`src/rtl/passcode_pkg.sv`:
```
// Shared types and constants for the passcode lock controller.
// Digit i of a stored code lives at bits [DIGIT_W*i +: DIGIT_W].
package passcode_pkg;

  localparam int DIGIT_W = 5;
  localparam int MAX_SEQ = 8;
  localparam int IDX_W   = 3;
  localparam int TRY_W   = 4;

  typedef enum logic [1:0] {
    LOCKED   = 2'd0,
    EVAL     = 2'd1,
    UNLOCKED = 2'd2,
    LOCKOUT  = 2'd3
  } lock_state_t;

endpackage

```
`src/rtl/passcode_lock_timer.sv`:
```
// Loadable down-counter shared by the UNLOCKED and LOCKOUT states.
// Load wins over decrement; the count saturates at zero.
module lock_timer #(
  parameter int W = 6
) (
  input  logic         clk,
  input  logic         rst,
  input  logic         load,
  input  logic [W-1:0] load_val,
  input  logic         en,
  output logic         zero
);

  logic [W-1:0] cnt_q;

  always_ff @(posedge clk or posedge rst) begin
    if (rst) begin
      cnt_q <= '0;
    end else if (load) begin
      cnt_q <= load_val;
    end else if (en && cnt_q != '0) begin
      cnt_q <= cnt_q - 1'b1;
    end
  end

  assign zero = (cnt_q == '0);

endmodule

```
`src/rtl/passcode_lock_fsm.sv`:
```
// Passcode lock controller: entry check, timed unlock, lockout, reprogramming.
// Outputs are a registered view of the internal state, one edge behind it.
module passcode_lock_fsm
  import passcode_pkg::*;
#(
  parameter int                         SEQ_LEN        = 2,
  parameter logic [SEQ_LEN*DIGIT_W-1:0] DEFAULT_CODE   = 10'd547,
  parameter int                         MAX_TRIES      = 3,
  parameter int                         UNLOCK_CYCLES  = 16,
  parameter int                         LOCKOUT_CYCLES = 64
) (
  input  logic               clk,
  input  logic               rst,
  input  logic [DIGIT_W-1:0] code_in,
  input  logic               code_valid,
  input  logic               code_invalid,
  input  logic               prog_en,
  input  logic               relock,
  output logic               unlocked,
  output logic               lockout,
  output logic               alarm,
  output logic               match_pulse,
  output logic               fail_pulse,
  output logic               prog_done,
  output logic [TRY_W-1:0]   tries_left,
  output logic [IDX_W-1:0]   digit_idx
);

  localparam int CODE_W = SEQ_LEN * DIGIT_W;
  localparam int TMAX   = (UNLOCK_CYCLES > LOCKOUT_CYCLES) ?
                          UNLOCK_CYCLES : LOCKOUT_CYCLES;
  localparam int TW     = $clog2(TMAX);

  localparam logic [IDX_W-1:0] LAST  = IDX_W'(SEQ_LEN - 1);
  localparam logic [TRY_W-1:0] TRIES = TRY_W'(MAX_TRIES);
  localparam logic [TW-1:0]    T_UNL = TW'(UNLOCK_CYCLES - 1);
  localparam logic [TW-1:0]    T_LKO = TW'(LOCKOUT_CYCLES - 1);

  lock_state_t        state_q, state_d;
  logic [IDX_W-1:0]   idx_q, idx_d;
  logic [TRY_W-1:0]   tries_q, tries_d;
  logic               mm_q, mm_d;
  logic [CODE_W-1:0]  code_q, code_d;
  logic [CODE_W-1:0]  shadow_q, shadow_d;
  logic               match_q, match_d;
  logic               fail_q, fail_d;
  logic               alarm_q, alarm_d;
  logic               prog_q, prog_d;
  logic               t_load, t_en, t_zero;
  logic [TW-1:0]      t_val;
  logic [DIGIT_W-1:0] cur_digit;

  assign cur_digit = code_q[int'(idx_q)*DIGIT_W +: DIGIT_W];

  lock_timer #(
    .W (TW)
  ) u_timer (
    .clk      (clk),
    .rst      (rst),
    .load     (t_load),
    .load_val (t_val),
    .en       (t_en),
    .zero     (t_zero)
  );

  always_comb begin
    state_d  = state_q;
    idx_d    = idx_q;
    tries_d  = tries_q;
    mm_d     = mm_q;
    code_d   = code_q;
    shadow_d = shadow_q;
    match_d  = 1'b0;
    fail_d   = 1'b0;
    alarm_d  = 1'b0;
    prog_d   = 1'b0;
    t_load   = 1'b0;
    t_val    = '0;
    t_en     = 1'b0;
    unique case (state_q)
      LOCKED: begin
        if (code_valid) begin
          mm_d = mm_q | code_invalid | (code_in != cur_digit);
          if (idx_q == LAST) begin
            idx_d   = '0;
            state_d = EVAL;
          end else begin
            idx_d = idx_q + 1'b1;
          end
        end
      end
      EVAL: begin
        mm_d = 1'b0;
        unique case (1'b1)
          !mm_q: begin
            match_d = 1'b1;
            tries_d = TRIES;
            state_d = UNLOCKED;
            t_load  = 1'b1;
            t_val   = T_UNL;
          end
          mm_q && (tries_q > 4'd1): begin
            fail_d  = 1'b1;
            tries_d = tries_q - 1'b1;
            state_d = LOCKED;
          end
          mm_q && (tries_q <= 4'd1): begin
            fail_d  = 1'b1;
            alarm_d = 1'b1;
            tries_d = '0;
            state_d = LOCKOUT;
            t_load  = 1'b1;
            t_val   = T_LKO;
          end
          default: state_d = LOCKED;
        endcase
      end
      UNLOCKED: begin
        t_en = 1'b1;
        // Leaving discards any half-written program sequence.
        if (relock || t_zero) begin
          state_d = LOCKED;
          idx_d   = '0;
        end else if (prog_en && code_valid && !code_invalid) begin
          shadow_d[int'(idx_q)*DIGIT_W +: DIGIT_W] = code_in;
          if (idx_q == LAST) begin
            code_d = shadow_d;
            prog_d = 1'b1;
            idx_d  = '0;
            t_load = 1'b1;
            t_val  = T_UNL;
          end else begin
            idx_d = idx_q + 1'b1;
          end
        end
      end
      LOCKOUT: begin
        t_en = 1'b1;
        if (t_zero) begin
          state_d = LOCKED;
          tries_d = TRIES;
        end
      end
      default: state_d = LOCKED;
    endcase
  end

  always_ff @(posedge clk or posedge rst) begin
    if (rst) begin
      state_q  <= LOCKED;
      idx_q    <= '0;
      tries_q  <= TRIES;
      mm_q     <= 1'b0;
      code_q   <= DEFAULT_CODE;
      shadow_q <= '0;
      match_q  <= 1'b0;
      fail_q   <= 1'b0;
      alarm_q  <= 1'b0;
      prog_q   <= 1'b0;
    end else begin
      state_q  <= state_d;
      idx_q    <= idx_d;
      tries_q  <= tries_d;
      mm_q     <= mm_d;
      code_q   <= code_d;
      shadow_q <= shadow_d;
      match_q  <= match_d;
      fail_q   <= fail_d;
      alarm_q  <= alarm_d;
      prog_q   <= prog_d;
    end
  end

  always_ff @(posedge clk or posedge rst) begin
    if (rst) begin
      unlocked    <= 1'b0;
      lockout     <= 1'b0;
      alarm       <= 1'b0;
      match_pulse <= 1'b0;
      fail_pulse  <= 1'b0;
      prog_done   <= 1'b0;
      tries_left  <= TRIES;
      digit_idx   <= '0;
    end else begin
      unlocked    <= (state_q == UNLOCKED);
      lockout     <= (state_q == LOCKOUT);
      alarm       <= alarm_q;
      match_pulse <= match_q;
      fail_pulse  <= fail_q;
      prog_done   <= prog_q;
      tries_left  <= tries_q;
      digit_idx   <= idx_q;
    end
  end

endmodule

```
`config.mk`:
```
export PLATFORM = sky130hd
export DESIGN_NAME = passcode_lock_fsm
export DESIGN_NICKNAME = d
export VERILOG_FILES = /design/src/rtl/passcode_pkg.sv /design/src/rtl/passcode_lock_timer.sv /design/src/rtl/passcode_lock_fsm.sv
export SDC_FILE = /design/constraint.sdc
export NUM_CORES = 1
export LEC_CHECK = 0
export CORE_MARGIN = 4
export CORE_UTILIZATION = 38
export CTS_CLUSTER_SIZE = 40
export DETAILED_ROUTE_END_ITERATION = 7
export PLACE_DENSITY_LB_ADDON = 0.2
export SYNTH_ARGS = -nofsm -noshare
export SYNTH_HDL_FRONTEND = slang
export SYNTH_HIERARCHICAL = 1
export SYNTH_SLANG_ARGS = --single-unit
```
`constraint.sdc`:
```
create_clock -name clk -period 5.9 [get_ports clk]
set_input_delay 1.18 -clock clk [delete_from_list [all_inputs] [get_ports clk]]
set_output_delay 1.18 -clock clk [all_outputs]
set_load 0.05 [all_outputs]
```
Word-level counts from Yosys, hierarchy flattened
Cells that the tools add are included.
{"block": "word_totals", "in_bits": 11, "wordCells": 104, "register_bits": 53, "output_inout_bits": 13}
{"block": "op_classes", "n_bitwise": 3, "n_reduce_logical": 24, "mux": 37, "add_sub_neg": 4, "n_mul": 1, "magnitude_cmp": 2, "n_eq_ne": 11, "n_shift": 3}
{"cell": "$neg 6->33", "n": 1}
{"cell": "$shift 5x33->10 const A", "n": 1}
{"cell": "$shiftx 5x33->10", "n": 1}
{"cell": "$shiftx 10x32->5", "n": 1}
{"cell": "$pmux 6 s2", "n": 2}
{"cell": "$mux 4", "n": 4}
{"cell": "$mux 1", "n": 13}
{"cell": "$mux 3", "n": 4}
{"cell": "$mux 6", "n": 2}
{"cell": "$pmux 4 s3", "n": 1}
{"cell": "$bwmux 10", "n": 1}
{"cell": "$reduce_and 3->1", "n": 3}
{"cell": "$mux 2", "n": 4}
{"cell": "$ne 2x2->1 const B", "n": 4}
{"cell": "$pmux 2 s4", "n": 1}
{"cell": "$pmux 4 s2", "n": 1}
{"cell": "$reduce_and 4->1", "n": 2}
{"cell": "$reduce_bool 2->1", "n": 4}
{"cell": "$logic_not 6->1", "n": 1}
{"cell": "$mul 3x3->6 const B", "n": 1}
{"cell": "$pmux 3 s2", "n": 1}
{"cell": "$reduce_bool 6->1", "n": 1}
{"cell": "$reduce_or 2->1", "n": 3}
{"cell": "$sub 6x1->6 const B", "n": 1}
{"cell": "19 further kinds", "n": 27}

Depth between registers and ports, before layout
{"block": "logic_depth", "depth_word": 6, "mapped_depth": 11, "ltp_nobuf": 10}

Modules after synthesis
The synthesis kept the hierarchy.
{"module": "passcode_lock_fsm", "area_per_inst_um2": 2272.2, "cells_per_inst": 207, "instances": 1}
{"module": "lock_timer", "area_per_inst_um2": 426.7, "cells_per_inst": 49, "instances": 1}

Worst setup path before layout
No wires, ideal clock.
{"block": "synth_timing", "kind": "input -> register", "start": "in code_invalid", "end": "reg u_timer.cnt_q[0]", "cell_stages": 8, "required_ns": 5.769, "arrival_time_ns": 2.688, "setup_slack_ns": 3.081, "path_buffers": 1, "setup_time_ns": 0.131, "path_cell_list": "nand2b_1 nor4_1 nand2_1 a21boi_1 clkbuf_1 inv_1 o2111ai_1 nand3_1"}
{"block": "synth_via", "elab_chain_cells": 6}
{"item": "start, declared", "line": "passcode_lock_fsm.sv:16", "rtl": "input logic code_invalid,"}
{"item": "$logic_not 1->1 *", "line": "passcode_lock_fsm.sv:124", "rtl": "end else if (prog_en && code_valid && !code_invalid) begin"}
{"item": "$logic_and 1x1->1 *", "line": "passcode_lock_fsm.sv:124"}
{"item": "$mux 1 *", "line": "passcode_lock_fsm.sv:124"}
{"item": "$mux 1 *", "line": "passcode_lock_fsm.sv:121", "rtl": "if (relock || t_zero) begin"}
{"item": "$pmux 1 s2 *", "line": "passcode_lock_fsm.sv:80", "rtl": "unique case (state_q)"}
{"item": "via t_load", "line": "passcode_lock_fsm.sv:49", "rtl": "logic t_load, t_en, t_zero;"}
{"item": "$mux 6 or $reduce_bool 2->1 (tied branches)"}
{"item": "end signal, assigned", "line": "passcode_lock_timer.sv:20", "rtl": "cnt_q <= load_val;"}
{"item": "end signal, assigned", "line": "passcode_lock_timer.sv:22", "rtl": "cnt_q <= cnt_q - 1'b1;"}
{"item": "end, declared", "line": "passcode_lock_timer.sv:14", "rtl": "logic [W-1:0] cnt_q;"}
The timed path passes the listed nets; every way through them passes the cells marked *.
A chain may end at the register's enable or synchronous reset.

Worst setup path after layout
{"block": "layout_timing", "start": "in code_valid", "end": "reg u_timer.cnt_q[0]"}
{"block": "layout_via", "elab_chain_cells": 6}
{"item": "start, declared", "line": "passcode_lock_fsm.sv:15", "rtl": "input logic code_valid,"}
{"item": "$logic_and 1x1->1 * (2 in a row)", "line": "passcode_lock_fsm.sv:124"}
{"item": "$mux 1 *", "line": "passcode_lock_fsm.sv:124"}
{"item": "$mux 1 *", "line": "passcode_lock_fsm.sv:121"}
{"item": "$pmux 1 s2 *", "line": "passcode_lock_fsm.sv:80"}
{"item": "via t_load", "line": "passcode_lock_fsm.sv:49"}
{"item": "$mux 6 or $reduce_bool 2->1 (tied branches)"}
Marks and branches as above.

==> results.tsv <==
stage	metric	value	unit
layout	NumNets Final	301	
placement	placed cells	368	
pwr	Logic pwr share	47.5	%
placement	PortBufs	23	
pwr	maximum vdd drop	0.1769	mV
cts	cts hold-fix bufs	0	
pwr	Cell Int Power	0.8282	mW
grt	first-pass GRT wire length	8.411	mm
routing	initial drt markers	67	
routing	WL final	4.980	mm
cts	post-CTS resize count	0	
critical_path	FF-to-FF path depth	11	
sta	RSZ-0062 raised after global routing	no	
routing	DR WL/cell	13.24	um
routing	total number of vias	1850	
grt	initial antenna violation count	0	
logic_synthesis	Synth Register Bits	53	
sta	setup violators final	0	
floorplan	num ports	24	
logic_synthesis	Avg Inst Size Synth	10.54	um^2
pwr	power per cell area	464.8	mW/mm^2
grt	vias in the first global route	1806	
logic_synthesis	register area share after synthesis	49.51	%
sta	relative slew slack	37.90	%
routing	DRT Pass-1 Iters	4	
sta	final hold viol count	0	
logic_synthesis	top_reg_cell synth	dfrtp_1	
placement	Post-DP Area	0.003013	mm^2
layout	Final Instance Area	0.003097	mm^2
pwr	Clock power frac	14.0	%
layout	diode count	0	
floorplan	CORE AREA	0.006832	mm^2
routing	Final ANT Viol Nets	0	
logic_synthesis	synth warn	6	
floorplan	die width	92.28	um
floorplan	Initial Util	39.51	%
layout	Final Util	45.33	%
logic_synthesis	syn_nets	278	
critical_path	WP data required	6080	ps
critical_path	R2R setup slack	3020	ps
critical_path	Reg-to-Reg End	u_timer/cnt_q[0]	
logic_synthesis	EDFF count, synth	0	
critical_path	CP Capture Type	flip-flop	
pwr	Reg power frac	38.5	%
logic_synthesis	Post-Syn Area	0.002699	mm^2
floorplan	# rows	30	
layout	share of layout cells above drive strength 1	9.286	%
grt	grt ovf	0	
placement	RD Place Congestion	0.7811	
sta	f_max	295.5	MHz
critical_path	critical path arrival	3570	ps
cts	Clock transition at path regs	90	ps
cts	htree depth	2	
critical_path	Critical R2R Launch	u_timer/cnt_q[0]	
layout	multi-input logic area	0.001247	mm^2
layout	leading cell type in the layout, fill and taps excluded	dfrtp_1	
flow_run	# Max-Cap Violations	0	
cts	Root Buffer	clkbuf_8	
cts	CTS Sinks	53	
cts	TritonCTS clock tree	yes	
grt	largest net degree at the start of global routing	48	
layout	filler cell count	673	
sta	final hold slack	357.5	ps
logic_synthesis	Synth cell types	56	
sta	max-slew violations	0	
run_status	outcome	finished, final reports clean	
critical_path	crit path max fanout	22	
floorplan	Die Ht	92.28	um
pwr	sw power	0.6111	mW
placement	detailed placement HPWL	3.570	mm
logic_synthesis	Post-Synthesis Cells	256	
floorplan	area of the die	0.008515	mm^2
cts	CTS max path bufs	2	
layout	Final Non-Filler Cells	376	
pwr	leakage	1.382	nW
sta	crit path setup slack, layout	2516	ps
placement	Setup Slack @ Placement	2143	ps
sta	setup tns final	0	ps
sta	worst slew pin tran	930.2	ps
sta	clock skew	7.147	ps
sta	Final min period	3384	ps
routing	Vias/cell	4.920	
cts	Post-CTS Setup Inserts	0	
hold_path	worst hold start	alarm_q	
layout	Area Overhead vs Synth	14.74	%
pwr	Switching Fraction	42.46	%
routing	DRC violations left	0	
critical_path	Setup CP Type	in2reg	
layout	commonest non-fill, non-tap cells in the layout	dfrtp_1 (45), nand2_1 (27), clkdlybuf4s50_1 (23), inv_1 (17), nor2_1 (15)	
grt	total track usage	12.41	%
hold_path	Min-Delay Path Depth	0	
layout	FF+latch area	0.001336	mm^2
sta	Tcrit/Tclk final	57.36	%
cts	Worst-Skew Late Latency	300	ps
cts	CTS Buf Count	5	
critical_path	CP Launch Type	input port	
hold_path	Hold Path End	alarm	
logic_synthesis	Post-synth ARST share	100.0	%
hold_path	Tightest Hold Check Type	reg2reg	
pwr	power consumption	1.439	mW
==> state kept, by name, indices dropped and copies added (netlist names) <==
register,cells
alarm,1
alarm_q,1
code_q,10
digit_idx,3
fail_pulse,1
fail_q,1
idx_q,3
lockout,1
match_pulse,1
match_q,1
mm_q,1
prog_done,1
prog_q,1
shadow_q,10
state_q,2
tries_left,4
tries_q,4
u_timer/cnt_q,6
unlocked,1
==> worst max-delay path by stage <==
stage                 start          endpoint  slack [ps]  cells past startpoint
2_1_floorplan  code_invalid  u_timer/cnt_q[0]        3080                      8
3_3_place_gp     code_valid  u_timer/cnt_q[0]        2280                      9
3_5_place_dp     code_valid  u_timer/cnt_q[0]        2140                      9
4_1_cts          code_valid  u_timer/cnt_q[0]        2470                      9
5_1_grt          code_valid  u_timer/cnt_q[0]        2250                      9
6_report         code_valid  u_timer/cnt_q[0]        2520                      9
==> synth_stat cells, types with 2 or more instances <==
| cell type | number | area, um^2 |
|---|---|---|
| mux2_1 | 10 | 112.6 |
| a2bb2oi_1 | 2 | 17.52 |
| a31o_1 | 3 | 26.28 |
| ha_1 | 11 | 137.6 |
| mux2i_2 | 2 | 27.53 |
| nand3_1 | 3 | 15.01 |
| nor2b_1 | 8 | 50.05 |
| mux2i_1 | 11 | 110.1 |
| nand2b_1 | 8 | 50.05 |
| nor2_1 | 15 | 56.30 |
| a21oi_1 | 7 | 35.03 |
| dfrtp_1 | 45 | 1126 |
| o21ai_1 | 14 | 70.07 |
| o31ai_1 | 2 | 15.01 |
| nand4_1 | 2 | 12.51 |
| and3_1 | 2 | 12.51 |
| nand2_1 | 27 | 101.4 |
| or3_1 | 3 | 18.77 |
| buf_2 | 2 | 10.01 |
| o21ai_0 | 5 | 25.02 |
| inv_1 | 18 | 67.56 |
| xor2_1 | 3 | 26.28 |
| dfstp_2 | 8 | 210.2 |
| a211oi_1 | 3 | 22.52 |
| o2bb2ai_1 | 2 | 17.52 |
| a211o_1 | 2 | 17.52 |
| a31oi_1 | 2 | 12.51 |
| nor4b_2 | 2 | 30.03 |
| nor3_1 | 4 | 20.02 |
| clkbuf_1 | 4 | 15.01 |
==> metal layers <==
| metal | GRT usage, % | up-vias | routed length [um] |
|---|---|---|---|
| li1 | - | 936 | - |
| met3 | 3.035 | 6 | 196 |
| met5 | 0 | - | 0 |
| met1 | 17.24 | 875 | 2483 |
| met2 | 18.31 | 33 | 2213 |
| met4 | 5.446 | 0 | 87 |
==> layout make-up <==
cell class | count | share of cell area, %
multi-input cells | 176 | 40.28
well taps | 96 | 3.879
inverters | 19 | 2.303
repair buffers | 24 | 7.677
flip-flops and latches | 53 | 43.15
clock buffers | 7 | 2.465
clock inverters | 1 | 0.2424
==> cell families (layout without fill, tap and decap cells) <==
group / count (synthesis) / after routing / share of synthesized area [%]
mux: 25 / 25 / 10.25
flops: 53 / 53 / 49.51
buf+inv: 27 / 51 / 4.265
xor+xnor: 4 / 4 / 1.298
simple gates: 83 / 83 / 16.23
fa+ha+maj: 11 / 11 / 5.100
compound gates: 53 / 53 / 13.35
==> power by group through the flow <==
stage | sequential, mW | combinational, mW | clock (mW)
4_1_cts | 0.555 | 0.690 | 0.209
3_5_place_dp | 0.562 | 0.688 | 0
5_1_grt | 0.572 | 0.761 | 0.224
2_1_floorplan | 0.637 | 0.444 | 0
6_report | 0.555 | 0.684 | 0.201
3_3_place_gp | 0.561 | 0.681 | 0
==> critical path, stage by stage <==
cell and delay (ps):
clkdlybuf4s50_1 540, nand2_1 70, nor4_1 390, nand2_1 530, a21boi_1 300, buf_4 220
inv_1 130, o2111ai_1 110, nand3_1 90
Power figures use the tool's default switching activity.
